## src/rtl/riscv_pkg.sv

```systemverilog
// Shared RISC-V encodings and writeback state type.
// Constants only; no timing or flow-control behaviour.
package riscv_pkg;

    localparam logic [2:0] F3_LB  = 3'b000;
    localparam logic [2:0] F3_LH  = 3'b001;
    localparam logic [2:0] F3_LW  = 3'b010;
    localparam logic [2:0] F3_LBU = 3'b100;
    localparam logic [2:0] F3_LHU = 3'b101;

    localparam logic [6:0] OP_LOAD   = 7'b0000011;
    localparam logic [6:0] OP_STORE  = 7'b0100011;
    localparam logic [6:0] OP_OPIMM  = 7'b0010011;
    localparam logic [6:0] OP_OP     = 7'b0110011;
    localparam logic [6:0] OP_BRANCH = 7'b1100011;

    typedef enum logic {
        WB_IDLE,
        WB_WAIT_LOAD
    } wb_state_t;

endpackage

```

## src/rtl/writeback_if.sv

```systemverilog
// Execute-to-writeback handshake, load response and register-file write port.
// master drives instructions and memory data; slave is the writeback stage.
interface writeback_if #(
    parameter int WORD_SIZE = 32,
    parameter int CNT_WIDTH = 32
);
    logic                 ex_valid;
    logic                 ex_ready;
    logic [4:0]           ex_rd;
    logic                 ex_is_write;
    logic                 ex_is_mem_read;
    logic [2:0]           ex_funct3;
    logic [WORD_SIZE-1:0] ex_result;
    logic                 mem_rvalid;
    logic [WORD_SIZE-1:0] mem_rdata;
    logic                 write_enable;
    logic [4:0]           write_addr;
    logic [WORD_SIZE-1:0] write_data;
    logic                 load_error;
    logic [CNT_WIDTH-1:0] retired_count;

    modport master (
        output ex_valid, ex_rd, ex_is_write, ex_is_mem_read, ex_funct3, ex_result,
        output mem_rvalid, mem_rdata,
        input  ex_ready, write_enable, write_addr, write_data, load_error, retired_count
    );

    modport slave (
        input  ex_valid, ex_rd, ex_is_write, ex_is_mem_read, ex_funct3, ex_result,
        input  mem_rvalid, mem_rdata,
        output ex_ready, write_enable, write_addr, write_data, load_error, retired_count
    );
endinterface

```

## src/rtl/load_align.sv

```systemverilog
// Load data extract/extend plus illegal-funct3 and misalignment detection.
// Purely combinational, zero latency, no flow control.
module load_align
    import riscv_pkg::*;
#(
    parameter int WORD_SIZE = 32
) (
    input  logic [2:0]           funct3,
    input  logic [1:0]           addr,
    input  logic [WORD_SIZE-1:0] rdata,
    output logic [WORD_SIZE-1:0] data,
    output logic                 illegal,
    output logic                 misaligned
);
    logic [7:0]  byte_sel;
    logic [15:0] half_sel;

    always_comb begin
        byte_sel   = 8'h00;
        half_sel   = addr[1] ? rdata[31:16] : rdata[15:0];
        data       = '0;
        illegal    = 1'b0;
        misaligned = 1'b0;
        case (addr)
            2'd0:    byte_sel = rdata[7:0];
            2'd1:    byte_sel = rdata[15:8];
            2'd2:    byte_sel = rdata[23:16];
            default: byte_sel = rdata[31:24];
        endcase
        case (funct3)
            F3_LB:   data = {{(WORD_SIZE-8){byte_sel[7]}}, byte_sel};
            F3_LH: begin
                data       = {{(WORD_SIZE-16){half_sel[15]}}, half_sel};
                misaligned = addr[0];
            end
            F3_LW: begin
                data       = rdata;
                misaligned = (addr != 2'd0);
            end
            F3_LBU:  data = {{(WORD_SIZE-8){1'b0}}, byte_sel};
            F3_LHU: begin
                data       = {{(WORD_SIZE-16){1'b0}}, half_sel};
                misaligned = addr[0];
            end
            default: illegal = 1'b1;
        endcase
    end
endmodule

```

## src/rtl/writeback.sv

```systemverilog
// Retires ALU results and single outstanding loads into the register file; 1 cycle
// from accept (ALU) or mem_rvalid (load) to write; ex_ready low while a load is pending.
module writeback
    import riscv_pkg::*;
#(
    parameter int WORD_SIZE    = 32,
    parameter int LOAD_TIMEOUT = 16,
    parameter int CNT_WIDTH    = 32
) (
    input  logic       clock,
    input  logic       reset,
    writeback_if.slave bus
);
    localparam logic [7:0] TMO_LAST = 8'(LOAD_TIMEOUT - 1);
    localparam logic [CNT_WIDTH-1:0] CNT_ONE = {{(CNT_WIDTH-1){1'b0}}, 1'b1};

    wb_state_t            state;
    logic [4:0]           rd_q;
    logic [2:0]           f3_q;
    logic [1:0]           addr_q;
    logic                 err_q;
    logic [7:0]           tmo_cnt;
    logic                 we_q;
    logic [4:0]           wa_q;
    logic [WORD_SIZE-1:0] wd_q;
    logic                 le_q;
    logic [CNT_WIDTH-1:0] retired_q;

    logic [2:0]           sel_f3;
    logic [1:0]           sel_addr;
    logic [WORD_SIZE-1:0] fmt_data;
    logic                 fmt_illegal;
    logic                 fmt_misaligned;

    // One aligner serves both the capture-time checks and the response formatting.
    assign sel_f3   = (state == WB_IDLE) ? bus.ex_funct3     : f3_q;
    assign sel_addr = (state == WB_IDLE) ? bus.ex_result[1:0] : addr_q;

    load_align #(.WORD_SIZE(WORD_SIZE)) u_align (
        .funct3     (sel_f3),
        .addr       (sel_addr),
        .rdata      (bus.mem_rdata),
        .data       (fmt_data),
        .illegal    (fmt_illegal),
        .misaligned (fmt_misaligned)
    );

    always_ff @(posedge clock or posedge reset) begin
        if (reset) begin
            state     <= WB_IDLE;
            rd_q      <= '0;
            f3_q      <= '0;
            addr_q    <= '0;
            err_q     <= 1'b0;
            tmo_cnt   <= '0;
            we_q      <= 1'b0;
            wa_q      <= '0;
            wd_q      <= '0;
            le_q      <= 1'b0;
            retired_q <= '0;
        end else begin
            we_q <= 1'b0;
            wa_q <= '0;
            wd_q <= '0;
            le_q <= 1'b0;
            case (state)
                WB_IDLE: begin
                    if (bus.ex_valid) begin
                        if (bus.ex_is_mem_read) begin
                            rd_q    <= bus.ex_rd;
                            f3_q    <= bus.ex_funct3;
                            addr_q  <= bus.ex_result[1:0];
                            err_q   <= fmt_illegal | fmt_misaligned;
                            tmo_cnt <= '0;
                            state   <= WB_WAIT_LOAD;
                        end else begin
                            retired_q <= retired_q + CNT_ONE;
                            if (bus.ex_is_write && bus.ex_rd != 5'd0) begin
                                we_q <= 1'b1;
                                wa_q <= bus.ex_rd;
                                wd_q <= bus.ex_result;
                            end
                        end
                    end
                end
                WB_WAIT_LOAD: begin
                    // Data arriving on the expiry cycle takes priority over the timeout.
                    if (bus.mem_rvalid) begin
                        state <= WB_IDLE;
                        if (err_q) begin
                            le_q <= 1'b1;
                        end else begin
                            retired_q <= retired_q + CNT_ONE;
                            if (rd_q != 5'd0) begin
                                we_q <= 1'b1;
                                wa_q <= rd_q;
                                wd_q <= fmt_data;
                            end
                        end
                    end else if (tmo_cnt == TMO_LAST) begin
                        le_q  <= 1'b1;
                        state <= WB_IDLE;
                    end else begin
                        tmo_cnt <= tmo_cnt + 8'd1;
                    end
                end
                default: state <= WB_IDLE;
            endcase
        end
    end

    assign bus.ex_ready      = (state == WB_IDLE);
    assign bus.write_enable  = we_q;
    assign bus.write_addr    = wa_q;
    assign bus.write_data    = wd_q;
    assign bus.load_error    = le_q;
    assign bus.retired_count = retired_q;
endmodule
```

## src/flat_wrapper.sv

```systemverilog
// flat-port wrapper written by rule: the top's interface ports become plain ports
module writeback_flat import riscv_pkg::*;
#(
    parameter int WORD_SIZE    = 32,
    parameter int LOAD_TIMEOUT = 16,
    parameter int CNT_WIDTH    = 32
)
  (clock, reset, bus_ex_valid, bus_ex_rd, bus_ex_is_write, bus_ex_is_mem_read, bus_ex_funct3, bus_ex_result, bus_mem_rvalid, bus_mem_rdata, bus_ex_ready, bus_write_enable, bus_write_addr, bus_write_data, bus_load_error, bus_retired_count);
  writeback_if #(.WORD_SIZE(WORD_SIZE), .CNT_WIDTH(CNT_WIDTH)) bus_i ();
  input  logic clock;
  input  logic reset;
  input wire logic [$bits(bus_i.ex_valid)-1:0] bus_ex_valid;
  input wire logic [$bits(bus_i.ex_rd)-1:0] bus_ex_rd;
  input wire logic [$bits(bus_i.ex_is_write)-1:0] bus_ex_is_write;
  input wire logic [$bits(bus_i.ex_is_mem_read)-1:0] bus_ex_is_mem_read;
  input wire logic [$bits(bus_i.ex_funct3)-1:0] bus_ex_funct3;
  input wire logic [$bits(bus_i.ex_result)-1:0] bus_ex_result;
  input wire logic [$bits(bus_i.mem_rvalid)-1:0] bus_mem_rvalid;
  input wire logic [$bits(bus_i.mem_rdata)-1:0] bus_mem_rdata;
  output wire logic [$bits(bus_i.ex_ready)-1:0] bus_ex_ready;
  output wire logic [$bits(bus_i.write_enable)-1:0] bus_write_enable;
  output wire logic [$bits(bus_i.write_addr)-1:0] bus_write_addr;
  output wire logic [$bits(bus_i.write_data)-1:0] bus_write_data;
  output wire logic [$bits(bus_i.load_error)-1:0] bus_load_error;
  output wire logic [$bits(bus_i.retired_count)-1:0] bus_retired_count;
  assign bus_i.ex_valid = bus_ex_valid;
  assign bus_i.ex_rd = bus_ex_rd;
  assign bus_i.ex_is_write = bus_ex_is_write;
  assign bus_i.ex_is_mem_read = bus_ex_is_mem_read;
  assign bus_i.ex_funct3 = bus_ex_funct3;
  assign bus_i.ex_result = bus_ex_result;
  assign bus_i.mem_rvalid = bus_mem_rvalid;
  assign bus_i.mem_rdata = bus_mem_rdata;
  assign bus_ex_ready = bus_i.ex_ready;
  assign bus_write_enable = bus_i.write_enable;
  assign bus_write_addr = bus_i.write_addr;
  assign bus_write_data = bus_i.write_data;
  assign bus_load_error = bus_i.load_error;
  assign bus_retired_count = bus_i.retired_count;
  writeback #(.WORD_SIZE(WORD_SIZE), .LOAD_TIMEOUT(LOAD_TIMEOUT), .CNT_WIDTH(CNT_WIDTH)) u_core (.clock(clock), .reset(reset), .bus(bus_i));
endmodule
```

## config.mk

```make
export PLATFORM = sky130hd
export DESIGN_NAME = writeback_flat
export DESIGN_NICKNAME = d
export VERILOG_FILES = /design/src/rtl/riscv_pkg.sv /design/src/rtl/writeback_if.sv /design/src/rtl/load_align.sv /design/src/rtl/writeback.sv /design/src/flat_wrapper.sv
export SDC_FILE = /design/constraint.sdc
export NUM_CORES = 1
export LEC_CHECK = 0
export CAP_MARGIN = 20
export CORE_UTILIZATION = 42
export CTS_BUF_LIST = sky130_fd_sc_hd__clkbuf_16
export CTS_CLUSTER_DIAMETER = 200
export DETAILED_ROUTE_END_ITERATION = 7
export GPL_TIMING_DRIVEN = 0
export PLACE_DENSITY = 0.77
export SLEW_MARGIN = 20
export SYNTH_ARGS = -nofsm -noshare
export SYNTH_HDL_FRONTEND = slang
export SYNTH_SLANG_ARGS = --single-unit
```

## constraint.sdc

```tcl
create_clock -name clock -period 3.01 [get_ports clock]
set_input_delay 0.602 -clock clock [delete_from_list [all_inputs] [get_ports clock]]
set_output_delay 0.602 -clock clock [all_outputs]
set_load 0.05 [all_outputs]
```

==> results of run 1 <==
-- placed cells by master, fill, tap and decap left out, types with 5 or more instances in the layout --
| master | netlist | routed |
|---|---|---|
| a222oi_1 | 15 | 15 |
| a22o_1 | 5 | 5 |
| a22oi_1 | 8 | 8 |
| a22oi_2 | 10 | 10 |
| and3_1 | 15 | 15 |
| buf_2 | 5 | 5 |
| clkbuf_1 | 5 | 5 |
| clkbuf_16 | 0 | 9 |
| clkdlybuf4s50_1 | 0 | 149 |
| dfrtp_1 | 91 | 91 |
| inv_1 | 10 | 9 |
| nand2_1 | 78 | 78 |
| nand2b_1 | 9 | 9 |
| nand3_1 | 21 | 21 |
| nand4_1 | 9 | 9 |
| nor2_1 | 14 | 14 |
| o21ai_0 | 9 | 9 |
| o21ai_1 | 14 | 14 |
| o21ai_2 | 10 | 10 |
| o221ai_1 | 7 | 7 |
| xnor2_1 | 27 | 27 |
| xor2_1 | 6 | 6 |
-- registers in the layout, indices dropped and copies added (netlist names) --
name	cells
u_core.bus.retired_count	32
u_core.bus.write_data	32
u_core.rd_q	5
u_core.bus.write_addr	5
u_core.bus.load_error	1
u_core.addr_q	2
u_core.f3_q	3
u_core.bus.write_enable	1
u_core.err_q	1
u_core.tmo_cnt	8
u_core.state	1
-- routing by layer --
| metal | wire length (microns) | vias to the layer above | GRT usage [%] |
|---|---|---|---|
| li1 | - | 1911 | - |
| met1 | 5200 | 2024 | 29.9 |
| met2 | 6610 | 163 | 39.4 |
| met3 | 827 | 27 | 3.68 |
| met4 | 280 | 0 | 9.42 |
| met5 | 0 | - | 0 |
-- report_power, final --
part	internal (mW)	total, mW	leakage [nW]	switching, mW
combinational	0.401	0.995	1.39	0.594
sequential	1.33	1.44	1.23	0.113
clock	0.649	1.15	0.140	0.501
-- stage by stage --
stage               std cells  total power, mW  area (sq um)
global route              737             3.73          6550
finish                    737             3.59          6550
CTS                       737             3.60          6550
global placement          720             2.42          6220
detailed placement        721             2.45          6250
floorplan                 435             2.07          4560
-- path summary, 6_finish.rpt --
kind	startpoint	cells past startpoint	slack [ns]	end
worst max-delay path	bus_ex_funct3[0]	7	0.42	u_core.bus.write_data[1]
worst min-delay path	u_core.bus.retired_count[31]	1	0.48	u_core.bus.retired_count[31]
worst max register to register	u_core.state	7	0.62	u_core.bus.write_data[30]
worst min register to register	u_core.bus.retired_count[31]	1	0.48	u_core.bus.retired_count[31]
max in group asynchronous	reset	3	1.75	u_core.rd_q[2]
min in group asynchronous	reset	2	0.63	u_core.bus.write_data[2]
-- cells by family (layout without fill, tap and decap cells) --
kind of cell	after synthesis	in the layout
buffers and inverters	30	196
DFF	91	91
muxes	9	9
xor gates and xnor gates	33	33
AOI/OAI and AO/OA	96	96
adders and majority gates	2	2
and+or+nand+nor	174	174
-- critical path: stages --
cell and delay [ns]:
clkdlybuf4s50_1 0.58, nor3b_1 0.39, a22oi_1 0.17, a21oi_2 0.32
clkbuf_1 0.46, a222oi_1 0.18, o21ai_1 0.14
-- layout make-up --
cell class              instances  area [sq um]  share of cell area [%]
inverters                      11          43.8                   0.668
clock buffers                   9           225                    3.44
flip-flops and latches         91          2280                    34.8
multi-input cells             314          2110                    32.2
plain buffers                  19           130                    1.99
repair buffers                150          1520                    23.2
clock inverters                 7          75.1                    1.15
well taps                     136           170                    2.60
==> results.py, run 1 <==
metrics = {
    "cts": {
        "clk_latency_ns": 0.34,
        "cts_made_buffers": 9,
        "clk_path_buf_depth": 2,
        "ctsHoldBuffers": 0,
        "cts_root_buffer": "clkbuf_16",
        "cts_tree": "done",
        "clock-sinks": 91,
        "cts-resized-gates": 0,
        "htreeDepth": 3,
        "path_clk_slew_ns": 0.06,
        "post_cts_buffers": 0,
    },
    "sta": {
        "fmax_ghz": 0.386,
        "final-setup-viol-count": 0,
        "max_slew_margin_pct": 43.2,
        "setup_tns_ns": 0,
        "min_period_over_period_pct": 86.0,
        "whs_ns": 0.485,
        "skew_ns": 0.00891,
        "worst_slew_pin_slew_ns": 0.829,
        "period_needed_ns": 2.59,
        "grt_setup_unrepaired": "no",
        "final_hold_viol_count": 0,
        "finalWorstSetupSlack_ns": 0.421,
        "slew_violations": 0,
    },
    "drt": {
        "drc_errors": 0,
        "vias": 4125,
        "first_pass_iters": 6,
        "ant_nets": 0,
        "viasPerCell": 5.60,
        "wire_per_inst_microns": 17.5,
        "wl_mm": 12.9,
        "drt_iter0_markers": 357,
    },
    "yosys": {
        "synthTopCellsByCount": "dfrtp_1 (91), nand2_1 (78), xnor2_1 (27), nand3_1 (21)",
        "ys_types": 62,
        "synthCells": 435,
        "synth_top_family_by_area": "simple AND/OR/NAND/NOR gates",
        "muxShareOfSynthArea_pct": 2.50,
        "synth_xor_area_share_pct": 6.34,
        "synth_simple_gate_area_share_pct": 19.4,
        "seq_area_frac_synth_pct": 49.9,
        "synthArstFlopShare_pct": 100,
        "synth_top_area_share_pct": 49.9,
        "synth_compound_area_share_pct": 17.5,
        "syn_nets": 515,
        "yosys.area.top_type": "dfrtp_1",
        "ys_top_cells_by_area": "dfrtp_1 (50%), nand2_1 (6.4%), xnor2_1 (5.2%), a222oi_1 (3.3%), a22oi_2 (2.7%)",
        "synth_flop_cell": "dfrtp_1",
        "synth_fa_ha_area_share_pct": 0.549,
        "syn-cell-area_sq_um": 4560,
        "synth.most_common_cell": "dfrtp_1",
        "ys_ff_latch": 91,
        "ys_warn_count": 0,
        "postSynthAreaPerCell_sq_um": 10.5,
        "synth_edf_count": 0,
    },
    "min_path": {
        "hp-class": "reg2reg",
    },
    "worst_setup_path": {
        "path_max_fanout": 10,
        "worstPathArrival_ns": 2.84,
        "cp-start-kind": "primary input",
        "path_class": "in2reg",
        "worst_setup_path_end_kind": "flip-flop",
        "cp_data_required_time_ns": 3.26,
    },
    "grt": {
        "grt_max_degree": 61,
        "antenna_found_initial": 0,
        "grt_pass1_wl_mm": 20.3,
        "grt_pass1_vias": 3966,
        "gr-total-overflow": 0,
        "gr-usage-all-layers_pct": 23.4,
    },
    "floorplanning": {
        "dieArea_sq_um": 11300,
        "rows": 37,
        "start_util_pct": 43.8,
        "core_area_sq_um": 10400,
        "ios": 150,
        "chipWidth_microns": 106,
        "die_h_microns": 106,
    },
    "place": {
        "hpwl_mm": 9.79,
        "place_worst_setup_slack_ns": 0.0756,
        "place.gp.congestion": 0.831,
        "port_buffers": 149,
    },
    "status": {
        "outcome": "complete, no violations",
    },
    "cells_and_area": {
        "layout-drive-gt1-share_pct": 11.1,
        "fillers": 860,
        "post-route-util_pct": 62.9,
        "syn2layout_area_growth_pct": 43.7,
        "fin_nets": 676,
        "diodes": 0,
    },
    "power_and_ir_drop": {
        "irDropWorstVdd_uv": 282,
        "leakage_nw": 2.76,
        "powerDensity_nw_per_um2": 548,
    },
    "run": {
        "drv_cap": 0,
    },
}
No activity file was read; power rests on OpenSTA's default activity.
==> inputs of run 2 (changes only) <==
--- a/config.mk
+++ b/config.mk
@@ -5,14 +5,16 @@
 export SDC_FILE = /design/constraint.sdc
 export NUM_CORES = 1
 export LEC_CHECK = 0
+export ABC_AREA = 1
 export CAP_MARGIN = 20
-export CORE_UTILIZATION = 42
+export CORE_UTILIZATION = 44
 export CTS_BUF_LIST = sky130_fd_sc_hd__clkbuf_16
 export CTS_CLUSTER_DIAMETER = 200
 export DETAILED_ROUTE_END_ITERATION = 7
 export GPL_TIMING_DRIVEN = 0
 export PLACE_DENSITY = 0.77
-export SLEW_MARGIN = 20
+export SLEW_MARGIN = 25
 export SYNTH_ARGS = -nofsm -noshare
 export SYNTH_HDL_FRONTEND = slang
+export SYNTH_HIERARCHICAL = 1
 export SYNTH_SLANG_ARGS = --single-unit
==> run 2 against run 1 <==
Global-route usage grew 0.50 points. Power grew 3.9%. Sequential power is essentially flat. Synthesized cell count grew 77%. Die area grew 13%. Worst hold slack gained 0.0058 ns. Clock power is essentially flat. Area after synthesis grew 18%. Critical path depth grew 3. Fmax grew 5.6%. Critical endpoint is now u_core/bus.write_data[17].
==> results.py, run 2 <==
metrics = {
    "sta": {
        "min_period_over_period_pct": 81.4,
        "final_hold_viol_count": 0,
        "final-setup-viol-count": 0,
        "finalWorstSetupSlack_ns": 0.559,
        "fmax_ghz": 0.408,
        "period_needed_ns": 2.45,
        "slew_violations": 0,
        "worst_slew_pin_slew_ns": 0.825,
        "grt_setup_unrepaired": "no",
        "max_slew_margin_pct": 44.4,
        "skew_ns": 0.00512,
    },
    "grt": {
        "gr-total-overflow": 0,
        "grt_pass1_wl_mm": 23.7,
        "antenna_found_initial": 0,
        "grt_max_degree": 69,
        "grt_pass1_vias": 4794,
        "gr-usage-all-layers_pct": 23.8,
    },
    "worst_setup_path": {
        "crit_path_start": "bus_ex_funct3[0]",
        "worstPathCellList": "clkdlybuf4s50_1 > inv_1 > o21ai_0 > nand3_2 > nor2_4 > buf_4 > nor2_1 > nand2_1 > inv_1 > o22ai_1",
        "crit_family": "compound AO/OA/AOI/OAI gates",
        "cpPeakStageDelay_ns": 0.64,
        "r2r_end": "u_core/bus.write_data[17]",
        "slowest_stage": "o21ai_0",
        "cpMostUsedCell": "inv_1",
        "worst_setup_path_end_kind": "flip-flop",
        "cp-start-kind": "primary input",
        "r2r_start": "u_core/state",
        "worstPathArrival_ns": 2.70,
        "cp_num_buf_inv": 4,
        "cp_data_required_time_ns": 3.26,
        "path_max_fanout": 10,
        "rr_worst_depth": 9,
        "rrSetupSlack_ns": 0.67,
        "path_class": "in2reg",
    },
    "yosys": {
        "ys_top_cells_by_area": "dfrtp_1 (42%), nand2_1 (17%), inv_1 (10%), nor2_1 (5.2%), nand3_1 (5.1%)",
        "synth.most_common_cell": "nand2_1",
        "synthCells": 771,
        "synthTopCellsByCount": "nand2_1 (237), inv_1 (147), dfrtp_1 (91), nor2_1 (75), nand3_1 (55)",
        "yosys.area.top_type": "dfrtp_1",
        "synth_flop_cell": "dfrtp_1",
        "ys_warn_count": 6,
        "seq_area_frac_synth_pct": 42.3,
        "synthArstFlopShare_pct": 100,
        "syn-cell-area_sq_um": 5390,
        "synth_edf_count": 0,
        "postSynthAreaPerCell_sq_um": 6.99,
        "ys_ff_latch": 91,
        "synth_top_area_share_pct": 42.3,
        "ys_types": 34,
        "syn_nets": 851,
    },
    "cts": {
        "clk_latency_ns": 0.34,
        "cts_root_buffer": "clkbuf_16",
        "path_clk_slew_ns": 0.06,
        "cts_made_buffers": 9,
        "htreeDepth": 3,
        "ctsHoldBuffers": 0,
        "post_cts_buffers": 0,
        "cts_tree": "done",
        "cts-resized-gates": 0,
        "clock-sinks": 91,
        "clk_path_buf_depth": 2,
    },
    "cells_and_area": {
        "syn2layout_area_growth_pct": 37.1,
        "fin_nets": 1012,
        "design_area_sq_um": 7390,
        "diodes": 0,
        "layout-drive-gt1-share_pct": 6.94,
        "layout_commonest_cell": "nand2_1",
        "final_cell_mix": "nand2_1 (237), clkdlybuf4s50_1 (149), inv_1 (147)",
    },
    "floorplanning": {
        "ios": 150,
        "start_util_pct": 45.1,
        "rows": 40,
        "chipWidth_microns": 113,
        "die_h_microns": 113,
        "dieArea_sq_um": 12700,
        "core_area_sq_um": 12000,
    },
    "drt": {
        "vias": 5299,
        "drc_errors": 0,
        "wl_mm": 14.6,
        "ant_nets": 0,
        "wire_per_inst_microns": 13.4,
        "drt_iter0_markers": 443,
        "first_pass_iters": 5,
        "viasPerCell": 4.89,
    },
    "min_path": {
        "hold_depth": 2,
        "min_to": "u_core/rd_q[3]",
        "hp-class": "reg2reg",
        "min_from": "u_core/rd_q[3]",
    },
    "place": {
        "port_buffers": 149,
        "place.gp.congestion": 0.904,
        "hpwl_mm": 11.1,
        "place_worst_setup_slack_ns": 0.240,
        "place_area_sq_um": 7100,
    },
    "power_and_ir_drop": {
        "internal_power_mw": 2.41,
        "total_power_mw": 3.73,
        "leakage_nw": 3.74,
        "irDropWorstVdd_uv": 277,
        "p_sw_mw": 1.32,
        "pwr-share-clk_pct": 30.1,
        "p_sw_share_pct": 35.4,
        "combPwrFrac_pct": 31.6,
        "powerDensity_nw_per_um2": 504,
        "p_seq_share_pct": 38.3,
    },
    "run": {
        "drv_cap": 0,
    },
    "status": {
        "outcome": "complete, no violations",
    },
}
## run 2: cell types whose count changed after synthesis, sizes merged, moves of 17 or more
cell and change:
a22oi -17, inv +143, nand2 +160, nand3 +36, nor2 +66, o22ai +32
## run 2: worst max-delay path by stage
stage,cells after the start,end,slack (ns)
finish,10,u_core/bus.write_data[17],0.56
global route,12,u_core/bus.write_data[7],0.36
CTS,10,u_core/bus.write_data[17],0.57
detailed placement,12,u_core/bus.write_data[7],0.24
global placement,2,u_core/tmo_cnt[6],-1.37
floorplan,1,u_core/addr_q[0],0.04
## run 2: layer usage
metal / routed length [microns] / GRT usage, % / part of all wire, % / vias up
li1: - / - / - / 2688
met5: 0 / 0 / 0 / -
met4: 357 / 9.96 / 2.4 / 0
met2: 6890 / 38.8 / 47 / 178
met3: 725 / 3.35 / 5.0 / 26
met1: 6610 / 32.0 / 45 / 2407
## run 2: cells by family after synthesis
kind of cell               after synthesis  share of synthesized area, %
AOI/OAI and AO/OA                       61                          6.66
xor gates and xnor gates                22                          3.58
adders and majority gates                2                         0.464
buffers and inverters                  186                          14.4
DFF                                     91                          42.3
muxes                                    2                         0.418
and+or+nand+nor                        407                          32.2
## run 2: power groups by stage
stage	sequential (mW)	clock, mW	combinational (mW)
finish	1.43	1.12	1.18
global route	1.45	1.20	1.28
CTS	1.43	1.14	1.18
floorplan	1.68	0	0.530
global placement	1.45	0	1.15
detailed placement	1.45	0	1.17
## run 2: layout make-up
type,count,area [sq um]
Fill cell,1100,4570
Multi-Input combinational cell,494,2330
Sequential cell,91,2280
Timing Repair Buffer,150,1520
Inverter,162,626
Clock buffer,9,225
Tap cell,147,184
Buffer,24,156
Clock inverter,7,67.6
## run 2: stage by stage
step / instances / utilization (%) / hold WS (ns) / TNS (ns)
2_1_floorplan: 771 / - / 0.453 / 0
3_3_place_gp: 1067 / 59.1 / 0.470 / -123.63
3_5_place_dp: 1068 / 59.3 / 0.478 / 0
4_1_cts: 1084 / 61.8 / 0.494 / 0
5_1_grt: 1084 / 61.8 / 0.509 / 0
6_report: 1084 / 61.8 / 0.491 / 0
## run 2: tightest hold or removal path: stages, from the launching register on
cell	delay [ns]
dfrtp_1	0.34
nand2_1	0.05
o21ai_0	0.06
==> inputs of run 3 (changes only) <==
==> constraint.sdc (replaced) <==
create_clock -name clock -period 2 [get_ports clock]
set_input_delay 0.4 -clock clock [delete_from_list [all_inputs] [get_ports clock]]
set_output_delay 0.4 -clock clock [all_outputs]
set_load 0.05 [all_outputs]
==> run 3 against run 2 <==
Clock skew is 0.0012 ns higher. Non-clock buffer count is 5 higher. First-iteration DRC count is 7.2% lower. Sequential share of layout area is 0.58 points lower. Sequential cell count stayed put. Via count is 1.4% higher. Power is 49% higher. Final cell count is 0.37% higher. Global-route usage is 0.66 points lower. Clock-buffer cell count stayed put. Worst hold slack worse by 0.017 ns. Critical path type is now reg2out. Critical endpoint is now bus_retired_count[29]. Highest routed layer unchanged.
==> results.py, run 3 (synthesized netlist as in run 2, its figures left out) <==
metrics = {
    "status": {
        "outcome": "complete, no violations",
    },
    "drt": {
        "drt_iter0_markers": 411,
        "first_pass_iters": 5,
        "viasPerCell": 4.94,
        "drc_errors": 0,
        "vias": 5373,
        "ant_nets": 0,
        "wl_mm": 14.6,
        "wire_per_inst_microns": 13.4,
    },
    "worst_setup_path": {
        "cp-start-kind": "flip-flop",
        "crit_family": "buffers and inverters",
        "slowest_stage": "clkdlybuf4s50_1",
        "worstPathCellList": "clkdlybuf4s50_1",
        "r2r_start": "u_core/state",
        "path_max_fanout": 4,
        "worst_setup_path_end_kind": "output port",
        "cp_num_buf_inv": 1,
        "rrSetupSlack_ns": 0.12,
        "cp_data_required_time_ns": 1.60,
        "path_class": "reg2out",
        "r2r_end": "u_core/bus.write_data[22]",
        "rr_worst_depth": 11,
        "worstPathArrival_ns": 1.55,
        "cpPeakStageDelay_ns": 0.82,
    },
    "cells_and_area": {
        "syn2layout_area_growth_pct": 39.7,
        "diodes": 0,
        "layout-drive-gt1-share_pct": 7.97,
        "layout_commonest_cell": "nand2_1",
        "final_cell_mix": "nand2_1 (236), inv_1 (146), clkdlybuf4s50_1 (120)",
        "design_area_sq_um": 7530,
        "fin_nets": 1017,
        "fillers": 1057,
        "post-route-util_pct": 63.0,
    },
    "cts": {
        "cts_tree": "done",
        "cts_made_buffers": 9,
        "clk_path_buf_depth": 2,
        "htreeDepth": 3,
        "cts_root_buffer": "clkbuf_16",
        "clock-sinks": 91,
        "clk_latency_ns": 0.33,
        "ctsHoldBuffers": 0,
        "path_clk_slew_ns": 0.06,
    },
    "sta": {
        "skew_ns": 0.00635,
        "finalWorstSetupSlack_ns": 0.0455,
        "min_period_over_period_pct": 97.7,
        "final_hold_viol_count": 0,
        "fmax_ghz": 0.512,
        "grt_setup_unrepaired": "no",
        "max_slew_margin_pct": 61.6,
        "worst_slew_pin_slew_ns": 0.573,
        "slew_violations": 0,
        "whs_ns": 0.473,
        "period_needed_ns": 1.95,
        "final-setup-viol-count": 0,
    },
    "floorplanning": {
        "chipWidth_microns": 113,
        "rows": 40,
        "core_area_sq_um": 12000,
        "dieArea_sq_um": 12700,
        "start_util_pct": 45.1,
        "ios": 150,
        "die_h_microns": 113,
    },
    "power_and_ir_drop": {
        "powerDensity_nw_per_um2": 740,
        "leakage_nw": 4.04,
        "irDropWorstVdd_uv": 365,
    },
    "grt": {
        "gr-usage-all-layers_pct": 23.2,
        "grt_pass1_vias": 4773,
        "grt_pass1_wl_mm": 23.2,
        "antenna_found_initial": 0,
        "gr-total-overflow": 0,
        "grt_max_degree": 33,
    },
    "place": {
        "hpwl_mm": 11.3,
        "place.gp.congestion": 0.918,
        "port_buffers": 149,
        "place_worst_setup_slack_ns": -0.560,
        "place_area_sq_um": 7140,
    },
    "min_path": {
        "hp-class": "in2async",
    },
    "run": {
        "drv_cap": 0,
    },
}
## run 3: worst max path at each step
stage,from,endpoint,cells after the start
4_1_cts,u_core/bus.retired_count[14],bus_retired_count[14],1
6_report,u_core/bus.retired_count[29],bus_retired_count[29],1
3_5_place_dp,bus_ex_funct3[0],u_core/bus.write_data[26],10
3_3_place_gp,bus_ex_funct3[0],u_core/bus.write_data[14],12
5_1_grt,u_core/bus.retired_count[16],bus_retired_count[16],1
2_1_floorplan,u_core/state,u_core/bus.write_data[7],11
## run 3: where the power goes
group,internal [mW],switching [mW],total (mW)
combinational,0.659,1.13,1.79
sequential,2.01,0.144,2.15
clock,0.952,0.677,1.63
## run 3: routing by layer
| metal | share of wire [%] | GRT usage [%] | up-vias |
|---|---|---|---|
| met1 | 45 | 31.5 | 2455 |
| li1 | - | - | 2702 |
| met2 | 48 | 37.9 | 191 |
| met3 | 4.7 | 2.97 | 25 |
| met4 | 2.3 | 8.80 | 0 |
| met5 | 0 | 0 | - |
## run 3: area by class of cell
| cell class | count | area, sq um | share of cell area (%) |
|---|---|---|---|
| buffer | 24 | 175 | 2.33 |
| clock buffer | 9 | 225 | 2.99 |
| clock inverter | 6 | 57.6 | 0.764 |
| inverter | 162 | 629 | 8.36 |
| multi-input combinational | 494 | 2370 | 31.4 |
| sequential | 91 | 2280 | 30.2 |
| tap | 147 | 184 | 2.44 |
| timing repair buffer | 155 | 1620 | 21.5 |
## run 3: timing repair
| item | in CTS | in global routing |
|---|---|---|
| cloned | 0 | 0 |
| resized for setup | 17 | 30 |
| buffers inserted | 0 | 3 |
| endpoints found under the setup margin | 45 | 41 |
| pin swaps | 0 | 1 |
## run 3: per-stage QoR
stage               power [mW]  instances  TNS, ns
floorplan                 3.33        771        0
global placement          3.91       1067   -55.24
detailed placement        3.95       1070   -15.53
CTS                       5.57       1085        0
global route              5.87       1088        0
finish                    5.57       1088        0
